[config.mk]
export PLATFORM = sky130hd
export DESIGN_NAME = fcn_layer_ctrl_flat
export DESIGN_NICKNAME = d
export VERILOG_FILES = /design/src/rtl/fcn_pkg.sv /design/src/rtl/fcn_layer_ctrl_if.sv /design/src/rtl/fcn_mac_pipe.sv /design/src/rtl/fcn_layer_ctrl.sv /design/src/flat_wrapper.sv
export SDC_FILE = /design/constraint.sdc
export NUM_CORES = 2
export LEC_CHECK = 0
export ABC_AREA = 1
export BUFFER_PORTS_ARGS = -buffer_cell sky130_fd_sc_hd__buf_2
export CORE_MARGIN = 5
export CORE_UTILIZATION = 60
export DETAILED_ROUTE_END_ITERATION = 10
export PLACE_DENSITY = 0.83
export SLEW_MARGIN = 20
export SYNTH_ARGS = -nofsm -noshare
export SYNTH_HDL_FRONTEND = slang
export SYNTH_HIERARCHICAL = 1
export SYNTH_SLANG_ARGS = --single-unit
export TNS_END_PERCENT = 20
[constraint.sdc]
create_clock -name clk -period 17.45 [get_ports clk]
set_input_delay 4.3625 -clock clk [delete_from_list [all_inputs] [get_ports clk]]
set_output_delay 4.3625 -clock clk [all_outputs]
set_load 0.05 [all_outputs]
[src/rtl/fcn_pkg.sv]
// Shared types and helpers for the fully-connected layer sequencer:
// FSM state encoding, drain length and the output shift/saturate function.
package fcn_pkg;

    typedef enum logic [2:0] {
        IDLE  = 3'd0,
        LOAD  = 3'd1,
        DRAIN = 3'd2,
        WRITE = 3'd3,
        DONE  = 3'd4
    } state_e;

    // Cycles between the last LOAD and WRITE so the final product reaches acc.
    localparam int unsigned DRAIN_CYCLES = 32'd2;

    // Working width for sat_shift; any accumulator up to this width fits.
    localparam int unsigned SAT_W = 32'd128;

    function automatic logic signed [SAT_W-1:0] sat_shift(
        input logic signed [SAT_W-1:0] val,
        input int unsigned             shift,
        input int unsigned             dw
    );
        logic signed [SAT_W-1:0] shifted;
        logic signed [SAT_W-1:0] max_v;
        logic signed [SAT_W-1:0] min_v;
        logic signed [SAT_W-1:0] res;
        shifted = val >>> shift;
        max_v   = (128'sd1 <<< (dw - 32'd1)) - 128'sd1;
        min_v   = -(128'sd1 <<< (dw - 32'd1));
        if (shifted > max_v) begin
            res = max_v;
        end else if (shifted < min_v) begin
            res = min_v;
        end else begin
            res = shifted;
        end
        return res;
    endfunction

endpackage

[src/rtl/fcn_layer_ctrl_if.sv]
// The three BRAM ports of the FCN datapath: input vector, weight matrix, result.
// master = sequencer side, slave = memory side.
interface fcn_layer_ctrl_if #(
    parameter int DATA_WIDTH = 32,
    parameter int ADDR_WIDTH = 12
);
    logic                  ce_input;
    logic                  we_input;
    logic [ADDR_WIDTH-1:0] addr_input;
    logic [DATA_WIDTH-1:0] qout_input;
    logic                  ce_weight;
    logic                  we_weight;
    logic [ADDR_WIDTH-1:0] addr_weight;
    logic [DATA_WIDTH-1:0] qout_weight;
    logic                  ce_c;
    logic                  we_c;
    logic [ADDR_WIDTH-1:0] addr_c;
    logic [DATA_WIDTH-1:0] din_c;

    modport master (
        output ce_input, we_input, addr_input,
        input  qout_input,
        output ce_weight, we_weight, addr_weight,
        input  qout_weight,
        output ce_c, we_c, addr_c, din_c
    );

    modport slave (
        input  ce_input, we_input, addr_input,
        output qout_input,
        input  ce_weight, we_weight, addr_weight,
        output qout_weight,
        input  ce_c, we_c, addr_c, din_c
    );
endinterface

[src/rtl/fcn_mac_pipe.sv]
// Three-stage MAC: BRAM data valid -> registered full-width product -> accumulator.
// A valid bit follows each operand pair through the stages.
module fcn_mac_pipe #(
    parameter int DATA_WIDTH = 32,
    parameter int ACC_WIDTH  = 76
) (
    input  logic                         clk,
    input  logic                         reset,
    input  logic                         valid,
    input  logic signed [DATA_WIDTH-1:0] op_a,
    input  logic signed [DATA_WIDTH-1:0] op_b,
    input  logic                         clear,
    output logic signed [ACC_WIDTH-1:0]  acc
);
    localparam int PW = 2 * DATA_WIDTH;

    logic                    data_vld_r;
    logic                    prod_vld_r;
    logic signed [PW-1:0]    prod_r;
    logic signed [ACC_WIDTH-1:0] acc_r;
    logic signed [PW-1:0]    a_ext_s;
    logic signed [PW-1:0]    b_ext_s;

    assign a_ext_s = PW'(op_a);
    assign b_ext_s = PW'(op_b);

    // valid bits, product register and accumulator
    always_ff @(posedge clk) begin
        if (!reset) begin
            data_vld_r <= 1'b0;
            prod_vld_r <= 1'b0;
            prod_r     <= '0;
            acc_r      <= '0;
        end else begin
            data_vld_r <= valid;
            prod_vld_r <= data_vld_r;
            if (data_vld_r) begin
                prod_r <= a_ext_s * b_ext_s;
            end else begin
                prod_r <= '0;
            end
            if (clear) begin
                acc_r <= '0;
            end else if (prod_vld_r) begin
                acc_r <= acc_r + ACC_WIDTH'(prod_r);
            end else begin
                acc_r <= acc_r;
            end
        end
    end

    assign acc = acc_r;
endmodule

[src/rtl/fcn_layer_ctrl.sv]
// Fully-connected layer sequencer: streams input and row-major weights per neuron,
// accumulates through fcn_mac_pipe and writes one saturated (optionally ReLU'd) word per neuron.
module fcn_layer_ctrl
    import fcn_pkg::*;
#(
    parameter int DATA_WIDTH = 32,
    parameter int ADDR_WIDTH = 12,
    parameter int MEM_SIZE   = 4096,
    parameter int ACC_WIDTH  = 2 * DATA_WIDTH + ADDR_WIDTH,
    parameter int OUT_SHIFT  = 0
) (
    input  logic                  clk,
    input  logic                  reset,
    input  logic                  i_run,
    input  logic [ADDR_WIDTH-1:0] i_num_in,
    input  logic [ADDR_WIDTH-1:0] i_num_out,
    input  logic                  i_relu,
    output logic                  o_idle,
    output logic                  o_busy,
    output logic                  o_done,
    fcn_layer_ctrl_if.master      bram
);
    localparam logic [ADDR_WIDTH-1:0] ADDR_ONE  = ADDR_WIDTH'(1);
    localparam logic [1:0]            DRAIN_END = 2'(DRAIN_CYCLES - 32'd1);

    state_e                       state_r;
    logic [ADDR_WIDTH-1:0]        n_in_r;
    logic [ADDR_WIDTH-1:0]        n_out_r;
    logic                         relu_r;
    logic [ADDR_WIDTH-1:0]        i_r;
    logic [ADDR_WIDTH-1:0]        j_r;
    logic [ADDR_WIDTH-1:0]        wptr_r;
    logic [1:0]                   drain_r;
    logic signed [ACC_WIDTH-1:0]  acc_s;
    logic signed [SAT_W-1:0]      sat_full_s;
    logic [DATA_WIDTH-1:0]        sat_s;
    logic [DATA_WIDTH-1:0]        din_s;
    logic                         load_s;
    logic                         write_s;

    // FSM, loop counters and weight pointer
    always_ff @(posedge clk) begin
        if (!reset) begin
            state_r <= IDLE;
            n_in_r  <= '0;
            n_out_r <= '0;
            relu_r  <= 1'b0;
            i_r     <= '0;
            j_r     <= '0;
            wptr_r  <= '0;
            drain_r <= 2'd0;
        end else begin
            case (state_r)
                IDLE: begin
                    if (i_run) begin
                        n_in_r  <= i_num_in;
                        n_out_r <= i_num_out;
                        relu_r  <= i_relu;
                        i_r     <= '0;
                        j_r     <= '0;
                        wptr_r  <= '0;
                        drain_r <= 2'd0;
                        if ((i_num_in == '0) || (i_num_out == '0)) begin
                            state_r <= DONE;
                        end else begin
                            state_r <= LOAD;
                        end
                    end else begin
                        state_r <= IDLE;
                    end
                end
                LOAD: begin
                    wptr_r <= wptr_r + ADDR_ONE;
                    if (i_r == n_in_r - ADDR_ONE) begin
                        i_r     <= '0;
                        drain_r <= 2'd0;
                        state_r <= DRAIN;
                    end else begin
                        i_r <= i_r + ADDR_ONE;
                    end
                end
                DRAIN: begin
                    if (drain_r == DRAIN_END) begin
                        drain_r <= 2'd0;
                        state_r <= WRITE;
                    end else begin
                        drain_r <= drain_r + 2'd1;
                    end
                end
                WRITE: begin
                    j_r <= j_r + ADDR_ONE;
                    if (j_r == n_out_r - ADDR_ONE) begin
                        state_r <= DONE;
                    end else begin
                        state_r <= LOAD;
                    end
                end
                DONE: begin
                    state_r <= IDLE;
                end
                default: begin
                    state_r <= IDLE;
                end
            endcase
        end
    end

    assign load_s  = (state_r == LOAD);
    assign write_s = (state_r == WRITE);

    fcn_mac_pipe #(
        .DATA_WIDTH (DATA_WIDTH),
        .ACC_WIDTH  (ACC_WIDTH)
    ) u_mac (
        .clk   (clk),
        .reset (reset),
        .valid (load_s),
        .op_a  (bram.qout_input),
        .op_b  (bram.qout_weight),
        .clear (write_s),
        .acc   (acc_s)
    );

    // output word: shift, clamp to DATA_WIDTH, then optional ReLU
    always_comb begin
        sat_full_s = sat_shift(SAT_W'(acc_s), OUT_SHIFT, DATA_WIDTH);
        sat_s      = sat_full_s[DATA_WIDTH-1:0];
        if (write_s) begin
            if (relu_r && sat_s[DATA_WIDTH-1]) begin
                din_s = '0;
            end else begin
                din_s = sat_s;
            end
        end else begin
            din_s = '0;
        end
    end

    // Addresses are gated to zero outside their active state.
    assign o_idle           = (state_r == IDLE);
    assign o_busy           = load_s || (state_r == DRAIN) || write_s;
    assign o_done           = (state_r == DONE);
    assign bram.ce_input    = load_s;
    assign bram.we_input    = 1'b0;
    assign bram.addr_input  = load_s ? i_r : '0;
    assign bram.ce_weight   = load_s;
    assign bram.we_weight   = 1'b0;
    assign bram.addr_weight = load_s ? wptr_r : '0;
    assign bram.ce_c        = write_s;
    assign bram.we_c        = write_s;
    assign bram.addr_c      = write_s ? j_r : '0;
    assign bram.din_c       = din_s;
endmodule

[src/flat_wrapper.sv]
// flat-port wrapper written by rule: the top's interface ports become plain ports
module fcn_layer_ctrl_flat import fcn_pkg::*;
#(
    parameter int DATA_WIDTH = 32,
    parameter int ADDR_WIDTH = 12,
    parameter int MEM_SIZE   = 4096,
    parameter int ACC_WIDTH  = 2 * DATA_WIDTH + ADDR_WIDTH,
    parameter int OUT_SHIFT  = 0
)
  (clk, reset, i_run, i_num_in, i_num_out, i_relu, o_idle, o_busy, o_done, bram_ce_input, bram_we_input, bram_addr_input, bram_qout_input, bram_ce_weight, bram_we_weight, bram_addr_weight, bram_qout_weight, bram_ce_c, bram_we_c, bram_addr_c, bram_din_c);
  fcn_layer_ctrl_if #(.DATA_WIDTH(DATA_WIDTH), .ADDR_WIDTH(ADDR_WIDTH)) bram_i ();
  input  logic clk;
  input  logic reset;
  input  logic i_run;
  input  logic [ADDR_WIDTH-1:0] i_num_in;
  input  logic [ADDR_WIDTH-1:0] i_num_out;
  input  logic i_relu;
  output logic o_idle;
  output logic o_busy;
  output logic o_done;
  output wire logic [$bits(bram_i.ce_input)-1:0] bram_ce_input;
  output wire logic [$bits(bram_i.we_input)-1:0] bram_we_input;
  output wire logic [$bits(bram_i.addr_input)-1:0] bram_addr_input;
  input wire logic [$bits(bram_i.qout_input)-1:0] bram_qout_input;
  output wire logic [$bits(bram_i.ce_weight)-1:0] bram_ce_weight;
  output wire logic [$bits(bram_i.we_weight)-1:0] bram_we_weight;
  output wire logic [$bits(bram_i.addr_weight)-1:0] bram_addr_weight;
  input wire logic [$bits(bram_i.qout_weight)-1:0] bram_qout_weight;
  output wire logic [$bits(bram_i.ce_c)-1:0] bram_ce_c;
  output wire logic [$bits(bram_i.we_c)-1:0] bram_we_c;
  output wire logic [$bits(bram_i.addr_c)-1:0] bram_addr_c;
  output wire logic [$bits(bram_i.din_c)-1:0] bram_din_c;
  assign bram_ce_input = bram_i.ce_input;
  assign bram_we_input = bram_i.we_input;
  assign bram_addr_input = bram_i.addr_input;
  assign bram_i.qout_input = bram_qout_input;
  assign bram_ce_weight = bram_i.ce_weight;
  assign bram_we_weight = bram_i.we_weight;
  assign bram_addr_weight = bram_i.addr_weight;
  assign bram_i.qout_weight = bram_qout_weight;
  assign bram_ce_c = bram_i.ce_c;
  assign bram_we_c = bram_i.we_c;
  assign bram_addr_c = bram_i.addr_c;
  assign bram_din_c = bram_i.din_c;
  fcn_layer_ctrl #(.DATA_WIDTH(DATA_WIDTH), .ADDR_WIDTH(ADDR_WIDTH), .MEM_SIZE(MEM_SIZE), .ACC_WIDTH(ACC_WIDTH), .OUT_SHIFT(OUT_SHIFT)) u_core (.clk(clk), .reset(reset), .i_run(i_run), .i_num_in(i_num_in), .i_num_out(i_num_out), .i_relu(i_relu), .o_idle(o_idle), .o_busy(o_busy), .o_done(o_done), .bram(bram_i));
endmodule
# Word-level counts from Yosys, hierarchy flattened
# Cells that the tools add are included.
# classes
add_sub_neg	7
multipliers	1
magnitude_cmp	2
eq_ne	10
muxes	22
bitwise_logic	1
reduce_logical	17
# ops
op	n
32-bit two-way mux	4
76-bit by 64-bit adder with 76-bit output	1
76-bit by 32-bit greater-than comparator with 1-bit output (second input constant)	1
76-bit by 32-bit < comparator with 1-bit output (second input constant)	1
12-bit one-hot mux with 2 select lines	3
32-bit by 32-bit multiplier with 64-bit output	1
12-bit two-way mux	5
12-bit by 1-bit adder with 12-bit output (second input constant)	3
12-bit == test	2
12-bit zero test	2
12-bit by 1-bit subtractor with 12-bit output (second input constant)	2
3-bit two-way mux	5
3-bit one-hot mux with 4 select lines	1
2-bit AND reduction	5
3-bit by 2-bit == test with 1-bit output (second input constant)	2
2-bit two-way mux	3
2-bit one-hot mux with 3 select lines	1
2-bit != test (second input constant)	2
2-bit nonzero test	2
3-bit by 1-bit == test with 1-bit output (second input constant)	1
3-bit == test (second input constant)	1
3-bit zero test	1
1-bit logical OR	3
3-bit AND reduction	1
7 further kinds	7
# word_totals
ff_bits	208
out_inout_bits	77
wordCells	72

# Depth between registers and ports, before layout
# depth
depth_word	6
mapped_depth	31

# Hierarchy
# Netlist, hierarchy kept.
# modules_own_cells
mod	instances	cells_each	area_per_inst_um2	seq_area_each_um2
fcn_mac_pipe	1	6648	48815.6	2842.7
fcn_layer_ctrl	1	762	4720.8	1321.3

# Worst setup path before layout
# OpenSTA, ideal clock, no wires.
# synth_path
path_type	input to register
from	in bram_qout_input[31]
to	reg u_core.u_mac.prod_r[60]
arrival_time_ns	11.011
slack_ns	6.326
cell_stages	29
n_path_buf	1
cell_sequence	clkbuf_1 -> nand2_1 -> inv_1 -> fa_1 -> inv_1 -> fa_1 -> inv_1 -> fa_1 -> fa_1 -> inv_1 -> fa_1 -> inv_1 -> fa_1 -> inv_1 -> fa_1 -> inv_1 -> fa_1 -> ha_1 -> nand2_1 -> nor2_1 -> inv_1 -> nor2_1 -> inv_1 -> nor3_1 -> o21ai_0 -> nand3_1 -> nand2_1 -> nand2_1 -> nor2_1
# synth_via
elab_chain_cells	1
# synth_rtl
item	line	rtl
from (decl)	flat_wrapper.sv:24	input wire logic [$bits(bram_i.qout_input)-1:0] bram_qout_input;
32-bit by 32-bit multiplier with 64-bit output	fcn_mac_pipe.sv:38	prod_r <= a_ext_s * b_ext_s;
to (signal assigned)	fcn_mac_pipe.sv:38	
to (decl)	fcn_mac_pipe.sv:19	logic signed [PW-1:0] prod_r;
# Every way passes these cells.
# A chain may end at the register's enable or synchronous reset.

# Worst setup path after layout
# layout_path
from	in bram_qout_weight[5]
to	reg u_core.u_mac.prod_r[60]
# layout_via
elab_chain_cells	1
# layout_rtl
item	line	rtl
from (decl)	flat_wrapper.sv:28	input wire logic [$bits(bram_i.qout_weight)-1:0] bram_qout_weight;
32-bit by 32-bit multiplier with 64-bit output	fcn_mac_pipe.sv:38	
# Every way passes these cells.

==> summary.md <==
| Metric | Value |
|---|---|
| Status | `finished clean` |
| Total number of vias | `47140` |
| Worst Skew | `0.03791 ns` |
| Mapped cell area | `53540 um2` |
| R2r worst-path depth | `15` |
| Area delta synth->final | `4.352%` |
| Crit-path slowest cell | `fa_1` |
| Root Driver | `clkbuf_16` |
| Top delay family on crit path | `adder cells` |
| Tmin final | `11.75 ns` |
| Reg2reg start | `u_core/u_mac/acc[0]` |
| Vias in the first global route | `49310` |
| CP arrival | `12.21 ns` |
| Total gr overflow | `0` |
| Synthesized flop and latch total | `208` |
| Post-synth ARST share | `0%` |
| Hold WC Path Type | `flop to flop` |
| CORE AREA | `88510 um2` |
| Die Wd | `308.7 um` |
| Crit-path max cell delay | `0.80 ns` |
| Crit share post-route | `67.34%` |
| Top_reg_cell synth | `dfxtp_1` |
| Die span in y | `308.7 um` |
| Number of synthesis warnings | `6` |
| Critical path class | `primary input to flop` |
| Fin. Hold Viols | `0` |
| Worst-margin pin slew | `1.101 ns` |
| Vias per std cell | `5.509` |
| CP Max Fanout | `32` |
| Drt total wl | `160.3 mm` |
| Hold Path Origin | `u_core/drain_r[1]` |
| Critical path data required time | `17.91 ns` |
| Hold Path Cell Cnt | `2` |
| CTS sink cnt | `208` |
| Layout fillers | `7797` |
| Share of cells above drive strength 1 | `5.049%` |
| Synth cell types | `59` |
| Hold EP | `u_core/drain_r[1]` |
| I/O Pins | `169` |
| Setup violations, final | `0` |
| First-pass GRT wire length | `255.9 mm` |
| # nets final | `8808` |
| Cell mode on critical path | `inv_1` |
| CTS hold repair buffers | `0` |
| DR WL/cell | `18.73 um` |
| Post_cts resized | `0` |
| Sequential share of the synthesized area | `7.778%` |
| Max-slew violations | `0` |
| EDFF count, synth | `0` |
| Site Rows | `109` |
| GRT Resource Usage Total | `33.56%` |
| I/O Buffers | `166` |
| GPL Wtd Cong | `1.080` |
| Die area | `95300 um2` |
| Clk_lat worst skew | `0.57 ns` |
| Startpoint Class | `primary input` |
| Critical path buffer and inverter count | `10` |
| RSZ-0062 raised after global routing | `no` |
| Post-DP HPWL | `132.0 mm` |
| Initial antenna violation count | `11` |
| Max Clk Rate | `0.08510 GHz` |
| CTS clk-pin slew, worst paths | `0.06 ns` |
| DR iter-0 viols | `4676` |
| Routed Antenna Nets | `0` |
| DRC violations left | `0` |
| CTS tree | `done` |
| Cells after Synth | `7410` |
| Slew HR | `26.45%` |
| Mean area per synthesized cell | `7.225 um2` |
| 1st-pass router iterations | `8` |
| H-tree lvl count | `1` |
| Max_cap viols | `0` |
| Max Root-Sink Buffers | `3` |
| Setup bufs post-CTS | `0` |
| End of the worst register-to-register path | `u_core/u_mac/acc[50]` |
| Worst R2R Setup Slack | `14.58 ns` |
| Critical path capture point type | `flop` |
| Post-route setup TNS | `0 ns` |
| TritonCTS buffer count | `24` |
| Largest net degree at the start of global routing | `84` |
| Initial Util | `60.49%` |
-- state kept, by name, summed over array words and instances, names as in the netlist --
| register | cells |
|---|---|
| u_core/drain_r | 2 |
| u_core/i_r | 12 |
| u_core/j_r | 12 |
| u_core/n_in_r | 12 |
| u_core/n_out_r | 12 |
| u_core/relu_r | 1 |
| u_core/state_r | 3 |
| u_core/u_mac/acc | 76 |
| u_core/u_mac/data_vld_r | 1 |
| u_core/u_mac/prod_r | 64 |
| u_core/u_mac/prod_vld_r | 1 |
| u_core/wptr_r | 12 |
-- per-layer routing --
layer	track usage [%]	wire (um)	up-vias	share of wire [%]
met4	13.01	7081	12	4.4
met3	6.011	15520	520	9.7
met1	43.43	61690	22700	38
met2	56.74	75880	2537	47
li1	-	-	21380	-
met5	0	86	-	0.054
-- layout by cell type (no fill, tap or decap), types with 37 or more instances in the layout --
cell     instances
inv_1         1988
nand2_1       1901
fa_1          1083
nor2_1         605
a21oi_1        306
ha_1           264
dfxtp_1        207
o21ai_0        187
buf_2          166
nand3_1        164
nand4_1         48
nor3_1          40
xor2_1          38
nand2_2         37
-- cell type report --
type | count | area (um2) | share of cell area, %
multi-input cells | 4946 | 40850 | 73.12
inverters | 2002 | 7517 | 13.46
flip-flops and latches | 208 | 4168 | 7.460
well taps | 1165 | 1458 | 2.609
repair buffers | 187 | 992.2 | 1.776
clock buffers | 34 | 750.7 | 1.344
clock inverters | 10 | 115.1 | 0.2060
diodes | 6 | 15.01 | 0.02688
-- kinds of logic (layout without fill, tap and decap cells) --
kind of cell	count (synthesis)	count (layout)	synth area share, %
AND/OR/NAND/NOR	2892	2892	21.86
other	1	8	0.007005
buffers and inverters	2257	2233	15.96
adder cells (fa/ha/maj)	1347	1347	46.67
flip-flops	208	208	7.778
XOR/XNOR	58	58	0.9489
AO/OA/AOI/OAI	647	647	6.785
-- worst max-delay path by stage --
| stage | from | to | slack (ns) | cells after the start |
|---|---|---|---|---|
| after floorplan | bram_qout_input[31] | u_core/u_mac/prod_r[60] | 6.33 | 29 |
| after global placement | bram_qout_weight[5] | u_core/u_mac/prod_r[60] | 5.22 | 29 |
| after detailed placement | bram_qout_weight[5] | u_core/u_mac/prod_r[53] | 5.10 | 29 |
| after CTS | bram_qout_weight[5] | u_core/u_mac/prod_r[53] | 5.68 | 29 |
| after global routing | bram_qout_input[31] | u_core/u_mac/prod_r[60] | 5.00 | 29 |
| final | bram_qout_weight[5] | u_core/u_mac/prod_r[60] | 5.70 | 29 |
-- cell usage after synthesis (6+ instances only) --
cell,n,area share (%)
nor2_1,605,4.2
o21ai_1,28,0.26
nand4_1,48,0.56
xnor2_1,20,0.33
fa_1,1083,40
nor4_1,23,0.27
nand3_1,164,1.5
nor2_2,23,0.27
xor2_1,38,0.62
inv_1,1991,14
clkbuf_1,233,1.6
buf_2,9,0.084
a21oi_1,306,2.9
o21bai_1,27,0.38
ha_1,264,6.2
nand2_2,37,0.43
o21ai_0,188,1.8
nand2_1,1901,13
inv_2,8,0.056
nor3_2,7,0.13
nand3b_1,8,0.11
or2_2,11,0.13
a31oi_1,8,0.093
dfxtp_1,208,7.8
o211ai_2,6,0.14
a21o_1,10,0.14
nand3_2,13,0.24
a21oi_2,14,0.23
o211ai_1,7,0.098
o21a_1,20,0.28
nor3_1,40,0.37
-- stage by stage --
step | area (um2) | util (%) | instances | setup WS (ns) | hold WS, ns
global placement | 54970 | 62.11 | 8507 | 5.223 | 0.4259
finish | 55870 | 63.12 | 8558 | 5.700 | 0.4380
detailed placement | 54970 | 62.11 | 8507 | 5.096 | 0.4290
floorplan | 53540 | - | 7411 | 6.326 | 0.4160
CTS | 55840 | 63.09 | 8551 | 5.676 | 0.4379
global route | 55860 | 63.11 | 8554 | 5.004 | 0.4582
-- tightest hold or removal path: cells and delay by family (launching register included) --
| kind | cells | cell delay, ns |
|---|---|---|
| and+or+nand+nor | 1 | 0.04 |
| DFF | 1 | 0.29 |
| buffers and inverters | 1 | 0.06 |
Power is not shown: default switching activity piles up to over one toggle a cycle in this logic, so the estimate is an artifact.
